<file path="config.mk">
export PLATFORM = sky130hd
export DESIGN_NAME = ptch_pd_math
export DESIGN_NICKNAME = d
export VERILOG_FILES = /design/src/rtl/ptch_pd_math.sv
export SDC_FILE = /design/constraint.sdc
export NUM_CORES = 1
export LEC_CHECK = 0
export ABC_AREA = 1
export BUFFER_PORTS_ARGS = -buffer_cell sky130_fd_sc_hd__buf_2
export CAP_MARGIN = 20
export CORE_ASPECT_RATIO = 0.7
export CORE_MARGIN = 5
export CORE_UTILIZATION = 66
export DETAILED_ROUTE_END_ITERATION = 6
export PLACE_DENSITY_LB_ADDON = 0.3
export SYNTH_ARGS = -nofsm -noshare
export SYNTH_HDL_FRONTEND = slang
export SYNTH_SLANG_ARGS = --single-unit
</file>
<file path="constraint.sdc">
create_clock -name clk -period 16.4 [get_ports clk]
set_input_delay 2.46 -clock clk [delete_from_list [all_inputs] [get_ports clk]]
set_output_delay 2.46 -clock clk [all_outputs]
set_load 0.01 [all_outputs]
</file>
<file path="src/rtl/ptch_pd_math.sv">
// Pitch PD math: saturates the pitch error, keeps a circular error history for the
// derivative and registers the P/D terms with a single-cycle pd_vld strobe.
module ptch_pd_math #(
  parameter int unsigned D_QUEUE_DEPTH = 12,
  parameter logic [3:0]  P_COEFF       = 4'd5,
  parameter logic [3:0]  D_COEFF       = 4'd7
) (
  input  logic        clk,
  input  logic        rst,
  input  logic        vld,
  input  logic [15:0] actual,
  input  logic [15:0] desired,
  input  logic        clr,
  output logic [13:0] pterm,
  output logic [10:0] dterm,
  output logic        pd_vld
);

  localparam int unsigned   PW   = (D_QUEUE_DEPTH > 1) ? $clog2(D_QUEUE_DEPTH) : 1;
  localparam logic [PW-1:0] LAST = PW'(D_QUEUE_DEPTH - 1);

  logic signed [16:0] w_err;
  logic signed [9:0]  w_err_sat;

  logic signed [9:0]  r_err_q;
  logic               r_s1_vld;

  logic signed [9:0]  r_queue [D_QUEUE_DEPTH];
  logic [PW-1:0]      r_wptr;
  logic signed [9:0]  w_prev;
  logic signed [10:0] w_diff;
  logic signed [6:0]  w_diff_sat;
  logic signed [13:0] w_pterm;
  logic signed [10:0] w_dterm;

  logic signed [13:0] r_pterm;
  logic signed [10:0] r_dterm;
  logic               r_pd_vld;

  // 17-bit difference cannot overflow for any pair of 16-bit signed inputs
  assign w_err = $signed({actual[15], actual}) - $signed({desired[15], desired});

  always_comb begin
    if (w_err > 17'sd511)
      w_err_sat = 10'sd511;
    else if (w_err < -17'sd512)
      w_err_sat = -10'sd512;
    else
      w_err_sat = w_err[9:0];
  end

  always_ff @(posedge clk) begin
    if (rst) begin
      r_s1_vld <= 1'b0;
      r_err_q  <= '0;
    end else if (clr) begin
      r_s1_vld <= 1'b0;
    end else begin
      r_s1_vld <= vld;
      if (vld)
        r_err_q <= w_err_sat;
    end
  end

  assign w_prev = r_queue[r_wptr];
  assign w_diff = 11'(r_err_q) - 11'(w_prev);

  always_comb begin
    if (w_diff > 11'sd63)
      w_diff_sat = 7'sd63;
    else if (w_diff < -11'sd64)
      w_diff_sat = -7'sd64;
    else
      w_diff_sat = w_diff[6:0];
  end

  // Gains are unsigned; zero-extend them before the signed multiply
  assign w_pterm = 14'(r_err_q) * $signed(14'(P_COEFF));
  assign w_dterm = 11'(w_diff_sat) * $signed(11'(D_COEFF));

  always_ff @(posedge clk) begin
    if (rst) begin
      for (int unsigned i = 0; i < D_QUEUE_DEPTH; i++)
        r_queue[i] <= '0;
      r_wptr   <= '0;
      r_pterm  <= '0;
      r_dterm  <= '0;
      r_pd_vld <= 1'b0;
    end else if (clr) begin
      for (int unsigned i = 0; i < D_QUEUE_DEPTH; i++)
        r_queue[i] <= '0;
      r_wptr   <= '0;
      r_pd_vld <= 1'b0;
    end else if (r_s1_vld) begin
      r_queue[r_wptr] <= r_err_q;
      r_wptr          <= (r_wptr == LAST) ? '0 : r_wptr + PW'(1);
      r_pterm         <= w_pterm;
      r_dterm         <= w_dterm;
      r_pd_vld        <= 1'b1;
    end else begin
      r_pd_vld <= 1'b0;
    end
  end

  assign pterm  = r_pterm;
  assign dterm  = r_dterm;
  assign pd_vld = r_pd_vld;

endmodule

</file>
==> flow_summary.ini, run 1 <==
[status]
status = complete, but fails checks
violations = design-rule violations

[yosys]
synth_xor_area_frac = 0.0219
synthArstFlopShare = 0
synth_compound_area_frac = 0.121
synthDominantCellAreaShare = 0.430
yosys_warnings = 0
synth_top_family_by_area = simple AND/OR/NAND/NOR gates
ys_ff_latch = 205
yosys.cell_types.count = 39
synth_area_leaders = edfxtp_1, dfxtp_1, ha_1, nor2_1, inv_1
synthCells = 1218
syn_area_um2 = 11200
synthAdderAreaFrac = 0.0853
syn_nets = 1326
synthMuxAreaShare = 0.0358
syn_area_per_cell_um2 = 9.18
yosys_most_used_dff = edfxtp_1
synthSimpleGateAreaFrac = 0.149
ys_seq_area_frac = 0.511
yosys.area.top_type = edfxtp_1
synth_enable_flop_cells = 160

[grt]
antenna_found_initial = 0
grt_pass1_wl_mm = 41.0
grt_overflow = 0
grt_use_total = 0.262
grt_max_degree = 69
grt_pass1_vias = 8079

[power]
cellLeakagePower_nw = 5.26
power.total_mw = 1.45
power_per_cell_area_nw_per_um2 = 118
peakVddDrop_mv = 0.201

[place]
dp_cells = 1453
gp_congestion = 0.938
port_buffers = 61
dp_slack_ps = 9970
placed_area_um2 = 11600
place_hpwl_mm = 17.9

[sta]
min_period_ps = 6540
setup_tns_ps = 0
skew_ps = 11.6
worst_pin_slew_ps = 923
maxSlewHeadroom = 0.383
fmax_mhz = 153
rsz0062_at_grt = no
hold_viol = 0
finalCritPeriodShare = 0.399
setup_viol = 0
worst_hold_slack_ps = 491
slew_violations = 0
worst_slack_ps = 9860

[final_layout]
num_antenna_cells = 0
drive_above_1_share = 0.0862
syn_to_final_growth_pct = 9.35
utilization = 0.743
fin_area_um2 = 12200
stdcell_count = 1489
layout.nets = 1358

[die]
num_rows = 39
coreArea_um2 = 16400
die-area_um2 = 19700
die-height_um = 119
ios = 62
die_x_um = 166
start_util = 0.680

[clock_network]
htree_levels = 1
insertion_delay_ps = 490
cts_tree = yes
cts_buffer_depth = 3
postCtsSetupBuffers = 0
cts-root-buf = clkbuf_16
clkSinkCount = 205
post_cts_resized = 0
clk_pin_slew_ps = 60
cts_hold_buf = 0
numCtsBuffers = 20

[critical_path]
end_kind = register
cp.arrival_ps = 6920
critical_path_required_ps = 16780
slowest_stage = dfxtp_4
cp_max_fo = 68
reg2reg_slack_ps = 9860
critPathKind = register to register
worst_path_most_repeated_cell = nor2_1
startpoint_type = register
slowest_delay_ps = 870

[min_path]
hp-class = register to register

[route]
drt_iter0_drc = 858
firstDrtPassIters = 7
routed_wl_mm = 25.9
antenna_left = 0
drc = 2
num_vias = 8644
wl_per_cell_um = 17.4
viasPerCell = 5.81

[run]
max_cap_viol_count = 0
[synth_stat cells, drive strengths merged, types with 20 or more instances]
| cell | count |
|---|---|
| edfxtp | 160 |
| xor2 | 20 |
| dfxtp | 45 |
| mux2i | 40 |
| o21ai | 96 |
| nand3 | 45 |
| ha | 65 |
| inv | 166 |
| o211ai | 42 |
| clkbuf | 53 |
| nor2 | 197 |
| nand2 | 150 |
| a21oi | 88 |
[layout by cell type (no fill, tap or decap), types with 42 or more instances in the layout]
cell type and count:
a21oi_1 85, buf_2 61, dfxtp_1 44, edfxtp_1 160, ha_1 65, inv_1 165, nand2_1 145, nand3_1 43
nor2_1 195, o211ai_1 42, o21ai_0 92
[where the power goes]
group	internal (mW)	total (mW)	switching [mW]
clock network	0.258	0.444	0.186
registers	0.576	0.588	0.0124
logic	0.161	0.415	0.255
total	0.994	1.45	0.453
[routing by layer]
metal / track usage / part of all wire
met2: 0.395 / 0.45
met5: 0 / 0
met4: 0.0464 / 0.016
met1: 0.396 / 0.44
met3: 0.0622 / 0.10
[kinds of logic (layout without fill, tap and decap cells)]
logic type / Yosys count / after routing
adders and majority gates: 72 / 72
AOI/OAI and AO/OA: 238 / 238
buffers and inverters: 225 / 271
DFF: 205 / 205
muxes: 40 / 40
and+or+nand+nor: 410 / 410
xor gates and xnor gates: 28 / 28
[final timing paths]
kind,depth (start not counted),end,startpoint
min,2,dterm[6],dterm[6]
max reg2reg,37,dterm[10],register
min reg2reg,2,dterm[6],dterm[6]
max,37,dterm[10],register
[state kept, by name (all words and copies together), names as in the netlist, named ones only]
| register | flops |
|---|---|
| dterm | 11 |
| r_s1_vld | 1 |
| r_err_q | 10 |
| pterm | 14 |
| r_queue | 160 |
| pd_vld | 1 |
| r_wptr | 4 |
[final cells by class]
type / instances / area, um^2
Clock inverter: 3 / 38.8
Timing Repair Buffer: 68 / 358
Sequential cell: 205 / 5710
Inverter: 167 / 627
Clock buffer: 33 / 582
Multi-Input combinational cell: 788 / 4620
Tap cell: 225 / 282
Fill cell: 1249 / 4220
[critical path, delay by kind of cell, from the launching register on]
| kind | cells | cell delay, ps |
|---|---|---|
| fa+ha+maj | 4 | 1520 |
| compound gates | 4 | 860 |
| buf+inv | 7 | 970 |
| simple gates | 22 | 2120 |
| flops | 1 | 870 |
Power figures use the tool's default switching activity.
==> inputs of run 2 (changes only) <==
--- a/config.mk
+++ b/config.mk
@@ -10,7 +10,7 @@
 export CAP_MARGIN = 20
 export CORE_ASPECT_RATIO = 0.7
 export CORE_MARGIN = 5
-export CORE_UTILIZATION = 66
+export CORE_UTILIZATION = 56
 export DETAILED_ROUTE_END_ITERATION = 6
 export PLACE_DENSITY_LB_ADDON = 0.3
 export SYNTH_ARGS = -nofsm -noshare
==> constraint.sdc (replaced) <==
create_clock -name clk -period 5.8 [get_ports clk]
set_input_delay 0.87 -clock clk [delete_from_list [all_inputs] [get_ports clk]]
set_output_delay 0.87 -clock clk [all_outputs]
set_load 0.01 [all_outputs]
==> run 2 against run 1 <==
The run now ends clean. Register-to-register slack worse by 9500 ps. Sequential share of layout area shrank 1.5 points. Flip-flop and latch count unchanged. First-iteration DRC count is 25% higher. Critical path depth is 1 lower. Critical path type unchanged.
==> flow_summary.ini, run 2 (synthesis gave the netlist of run 1 again) <==
[status]
status = completed

[final_layout]
num_antenna_cells = 0
drive_above_1_share = 0.112
layout.nets = 1383
final_common_cell = nor2_1
syn_to_final_growth_pct = 12.9
largest_reg_flops = 160
fin_area_um2 = 12600
fillers = 1624
utilization = 0.640
largest_register = r_queue
final_cell_mix = nor2_1, inv_1, edfxtp_1

[clock_network]
cts_buffer_depth = 3
htree_levels = 1
cts_tree = yes
clk_pin_slew_ps = 60
cts_hold_buf = 0
clkSinkCount = 205
numCtsBuffers = 22
cts-root-buf = clkbuf_16
insertion_delay_ps = 510

[critical_path]
r2r_cells = 36
slowest_stage = fa_1
critPathKind = register to register
cp.arrival_ps = 5820
worst_path_most_repeated_cell = nor2_1
cp-endpoint = dterm[10]
reg2reg_to = dterm[10]
slowest_delay_ps = 460
critical_path_required_ps = 6200
end_kind = register
startpoint_type = register
cp_max_fo = 26
reg2reg_slack_ps = 380

[grt]
grt_pass1_wl_mm = 42.0
antenna_found_initial = 0
grt_overflow = 0
grt_pass1_vias = 7882
grt_use_total = 0.231
grt_max_degree = 47

[route]
wl_per_cell_um = 17.1
drc = 0
routed_wl_mm = 26.7
drt_iter0_drc = 1075
viasPerCell = 5.49
antenna_left = 0
dr_wl_met3_mm = 2.04
num_vias = 8567
firstDrtPassIters = 5
highest-signal-layer = met4
m1WireLength_mm = 12.8
wl_met2_mm = 11.4

[power]
cellLeakagePower_nw = 5.44
power_per_cell_area_nw_per_um2 = 335
internal_power_mw = 2.88
combPwrFrac = 0.286
switchingPower_mw = 1.35
p_seq_frac = 0.391
p_clk_frac = 0.323
p_sw_frac = 0.319
peakVddDrop_mv = 0.564

[sta]
slew_violations = 0
worst_pin_slew_ps = 1040
finalCritPeriodShare = 0.934
setup_viol = 0
setup_tns_ps = 0
hold_viol = 0
skew_ps = 6.15
min_period_ps = 5420
fmax_mhz = 185
maxSlewHeadroom = 0.307

[die]
die-area_um2 = 22900
num_rows = 43
die-height_um = 128
start_util = 0.568
coreArea_um2 = 19700
die_x_um = 179
ios = 62

[min_path]
min_from = dterm[6]
hp-class = register to register

[place]
gp_congestion = 0.929
placed_area_um2 = 11800
port_buffers = 61
place_hpwl_mm = 18.4

[run]
max_cap_viol_count = 0
## run 2: power by group through the flow
stage	Sequential, mW	Combinational [mW]	Clock, mW
floorplan	1.68	0.906	0
global placement	1.69	1.16	0
detailed placement	1.69	1.18	0
CTS	1.66	1.19	1.37
global route	1.66	1.37	1.44
finish	1.65	1.21	1.36
## run 2: through the flow
stage / power [mW] / hold WS [ps] / setup slack [ps] / cells
after CTS: 4.21 / 499 / 20.7 / 1556
after detailed placement: 2.86 / 482 / 91.7 / 1516
final: 4.23 / 501 / 380 / 1561
after global placement: 2.84 / 482 / 249 / 1516
after global routing: 4.47 / 523 / -9.60 / 1561
after floorplan: 2.59 / 505 / 642 / 1218
## run 2: what timing repair did
item / CTS / global route
gates resized for setup: 0 / 6
buffers inserted: 0 / 5
endpoints found under the setup margin: 0 / 6
## run 2: worst min path at each step
stage | to | cells past startpoint
floorplan | r_queue[12][0] | 0
global placement | dterm[6] | 2
detailed placement | dterm[6] | 2
finish | dterm[6] | 2
CTS | dterm[6] | 2
global route | dterm[6] | 2
## run 2: metal layers
metal	GRT usage	vias up
li1	-	4201
met1	0.372	4009
met2	0.336	320
met3	0.0271	37
met4	0.0483	0
met5	0	-
## run 2: worst max-delay path, delay by kind of cell (launching register included)
| kind | cells | cell delay [ps] |
|---|---|---|
| fa+ha+maj | 4 | 1420 |
| simple gates | 18 | 1490 |
| buf+inv | 5 | 460 |
| flops | 1 | 420 |
| compound gates | 8 | 1250 |
| xor+xnor | 1 | 210 |
## run 2: final cells by class
class	instances	area [um^2]	area share
Clock buffer	24	579	0.0459
Clock inverter	16	116	0.00923
Inverter	167	627	0.0497
Multi-Input combinational cell	788	4640	0.368
Sequential cell	205	5710	0.453
Tap cell	270	338	0.0268
Timing Repair Buffer	91	604	0.0479
==> inputs of run 3 (changes only) <==
--- a/config.mk
+++ b/config.mk
@@ -8,9 +8,11 @@
 export ABC_AREA = 1
 export BUFFER_PORTS_ARGS = -buffer_cell sky130_fd_sc_hd__buf_2
 export CAP_MARGIN = 20
+export CELL_PAD_IN_SITES_DETAIL_PLACEMENT = 1
+export CELL_PAD_IN_SITES_GLOBAL_PLACEMENT = 2
 export CORE_ASPECT_RATIO = 0.7
 export CORE_MARGIN = 5
-export CORE_UTILIZATION = 56
+export CORE_UTILIZATION = 35
 export DETAILED_ROUTE_END_ITERATION = 6
 export PLACE_DENSITY_LB_ADDON = 0.3
 export SYNTH_ARGS = -nofsm -noshare
==> run 3 against run 2 <==
Global-route usage shrank 4.9 points. Sequential share of layout area shrank 1.9 points. Flip-flop and latch count is the same. Combinational power grew 15%. Core utilization shrank 22 points. First-iteration DRC count shrank 53%. Non-clock buffer count grew 11. Total power grew 12%. Final cell count grew 11%. Critical path type unchanged. Critical endpoint is now dterm[9]. Largest power group is now clock.
==> flow_summary.ini, run 3 (synthesis gave the netlist of run 1 again) <==
[place]
dp_slack_ps = -44.5
placed_area_um2 = 12100
gp_congestion = 0.773
port_buffers = 61
place_hpwl_mm = 23.8

[route]
viasPerCell = 5.04
drc = 0
drt_iter0_drc = 505
antenna_left = 0
firstDrtPassIters = 5
wl_per_cell_um = 19.5
num_vias = 8700
routed_wl_mm = 33.6

[sta]
worst_pin_slew_ps = 1050
min_period_ps = 5460
setup_viol = 0
slew_violations = 0
skew_ps = 11.9
finalCritPeriodShare = 0.941
worst_slack_ps = 342
hold_viol = 0
maxSlewHeadroom = 0.298
setup_tns_ps = 0
fmax_mhz = 183

[critical_path]
slowest_stage = fa_1
critPathKind = register to register
reg2reg_to = dterm[9]
path_buf_inv = 7
startpoint_type = register
critical_path_required_ps = 6240
slowest_delay_ps = 510
cp_max_fo = 8
cp.arrival_ps = 5900
reg2reg_slack_ps = 340
worst_path_most_repeated_cell = nand2_1
r2r_cells = 36
crit_family = adder cells
end_kind = register

[min_path]
hp-class = register to register
hold_path_depth = 2
min_from = pterm[9]
hold_end = pterm[9]

[grt]
grt_overflow = 0
grt_pass1_wl_mm = 51.6
grt_pass1_vias = 8636
antenna_found_initial = 0
grt_use_total = 0.183
grt_max_degree = 41

[status]
status = completed

[power]
power.total_mw = 4.74
power_per_cell_area_nw_per_um2 = 360
internal_power_mw = 3.26
p_clk_frac = 0.357
cellLeakagePower_nw = 5.59
combPwrFrac = 0.294
switchingPower_mw = 1.48
p_sw_frac = 0.313
p_seq_frac = 0.349
peakVddDrop_mv = 0.233

[run]
max_cap_viol_count = 0

[clock_network]
numCtsBuffers = 24
cts_tree = yes
clk_pin_slew_ps = 70
insertion_delay_ps = 540
clkSinkCount = 205
htree_levels = 1
cts-root-buf = clkbuf_16
cts_buffer_depth = 3

[final_layout]
drive_above_1_share = 0.139
utilization = 0.420
fin_area_um2 = 13200
num_antenna_cells = 0
final_common_cell = nor2_1
largest_reg_flops = 160
final_cell_mix = nor2_1, inv_1, edfxtp_1
syn_to_final_growth_pct = 17.9
largest_register = r_queue
layout.nets = 1396

[die]
ios = 62
num_rows = 54
die_x_um = 224
die-height_um = 160
start_util = 0.356
coreArea_um2 = 31400
die-area_um2 = 35700
[run 3: cell count changes in the layout (fill, tap and decap cells not counted), sizes merged]
cell / before / now
buf: 91 / 99
bufinv: 1 / 6
clkbuf: 24 / 32
clkinv: 12 / 8
inv: 168 / 166
[run 3: stage by stage]
step | std cells | hold slack, ps
3_5_place_dp | 1669 | 489
2_1_floorplan | 1218 | 505
5_1_grt | 1726 | 525
4_1_cts | 1713 | 509
6_report | 1726 | 505
3_3_place_gp | 1669 | 478
[run 3: layer usage]
metal | part of all wire | vias to the layer above | GRT usage
met2 | 0.41 | 135 | 0.259
met5 | 0 | - | 0
met4 | 0.012 | 0 | 0.0281
met3 | 0.045 | 28 | 0.0326
met1 | 0.53 | 4304 | 0.293
li1 | - | 4233 | -
[run 3: power by group through the flow]
stage	sequential (mW)	combinational (mW)	clock, mW
4_1_cts	1.66	1.26	1.73
3_3_place_gp	1.68	1.21	0
5_1_grt	1.66	1.58	1.79
3_5_place_dp	1.69	1.23	0
2_1_floorplan	1.68	0.906	0
6_report	1.65	1.39	1.69
[run 3: worst max path at each step]
stage / end / slack (ps) / depth (start not counted)
floorplan: dterm[10] / 640 / 36
global placement: dterm[10] / 140 / 34
detailed placement: dterm[9] / -40 / 36
CTS: dterm[10] / 60 / 35
global route: dterm[10] / -40 / 34
finish: dterm[9] / 340 / 36
[run 3: what timing repair did]
action                     CTS  global route
hold buffers                 0             0
setup endpoints to repair    3             5
buffers inserted             0            11
gates cloned                 0             1
resized for setup            1            32
pin swaps                    0            15
[run 3: worst reg2reg max path, delay by kind of cell (launching register included)]
| family | cells | cell delay (ps) |
|---|---|---|
| AOI/OAI and AO/OA | 7 | 1280 |
| adders and majority gates | 5 | 1600 |
| buffers and inverters | 7 | 620 |
| DFF | 1 | 430 |
| muxes | 1 | 80 |
| and+or+nand+nor | 16 | 1350 |
[run 3: cell type report]
type | instances | area (um^2)
Clock buffer | 29 | 649
Clock inverter | 15 | 236
Fill cell | 3626 | 18200
Inverter | 167 | 627
Multi-Input combinational cell | 788 | 4740
Sequential cell | 205 | 5710
Tap cell | 420 | 526
Timing Repair Buffer | 102 | 692
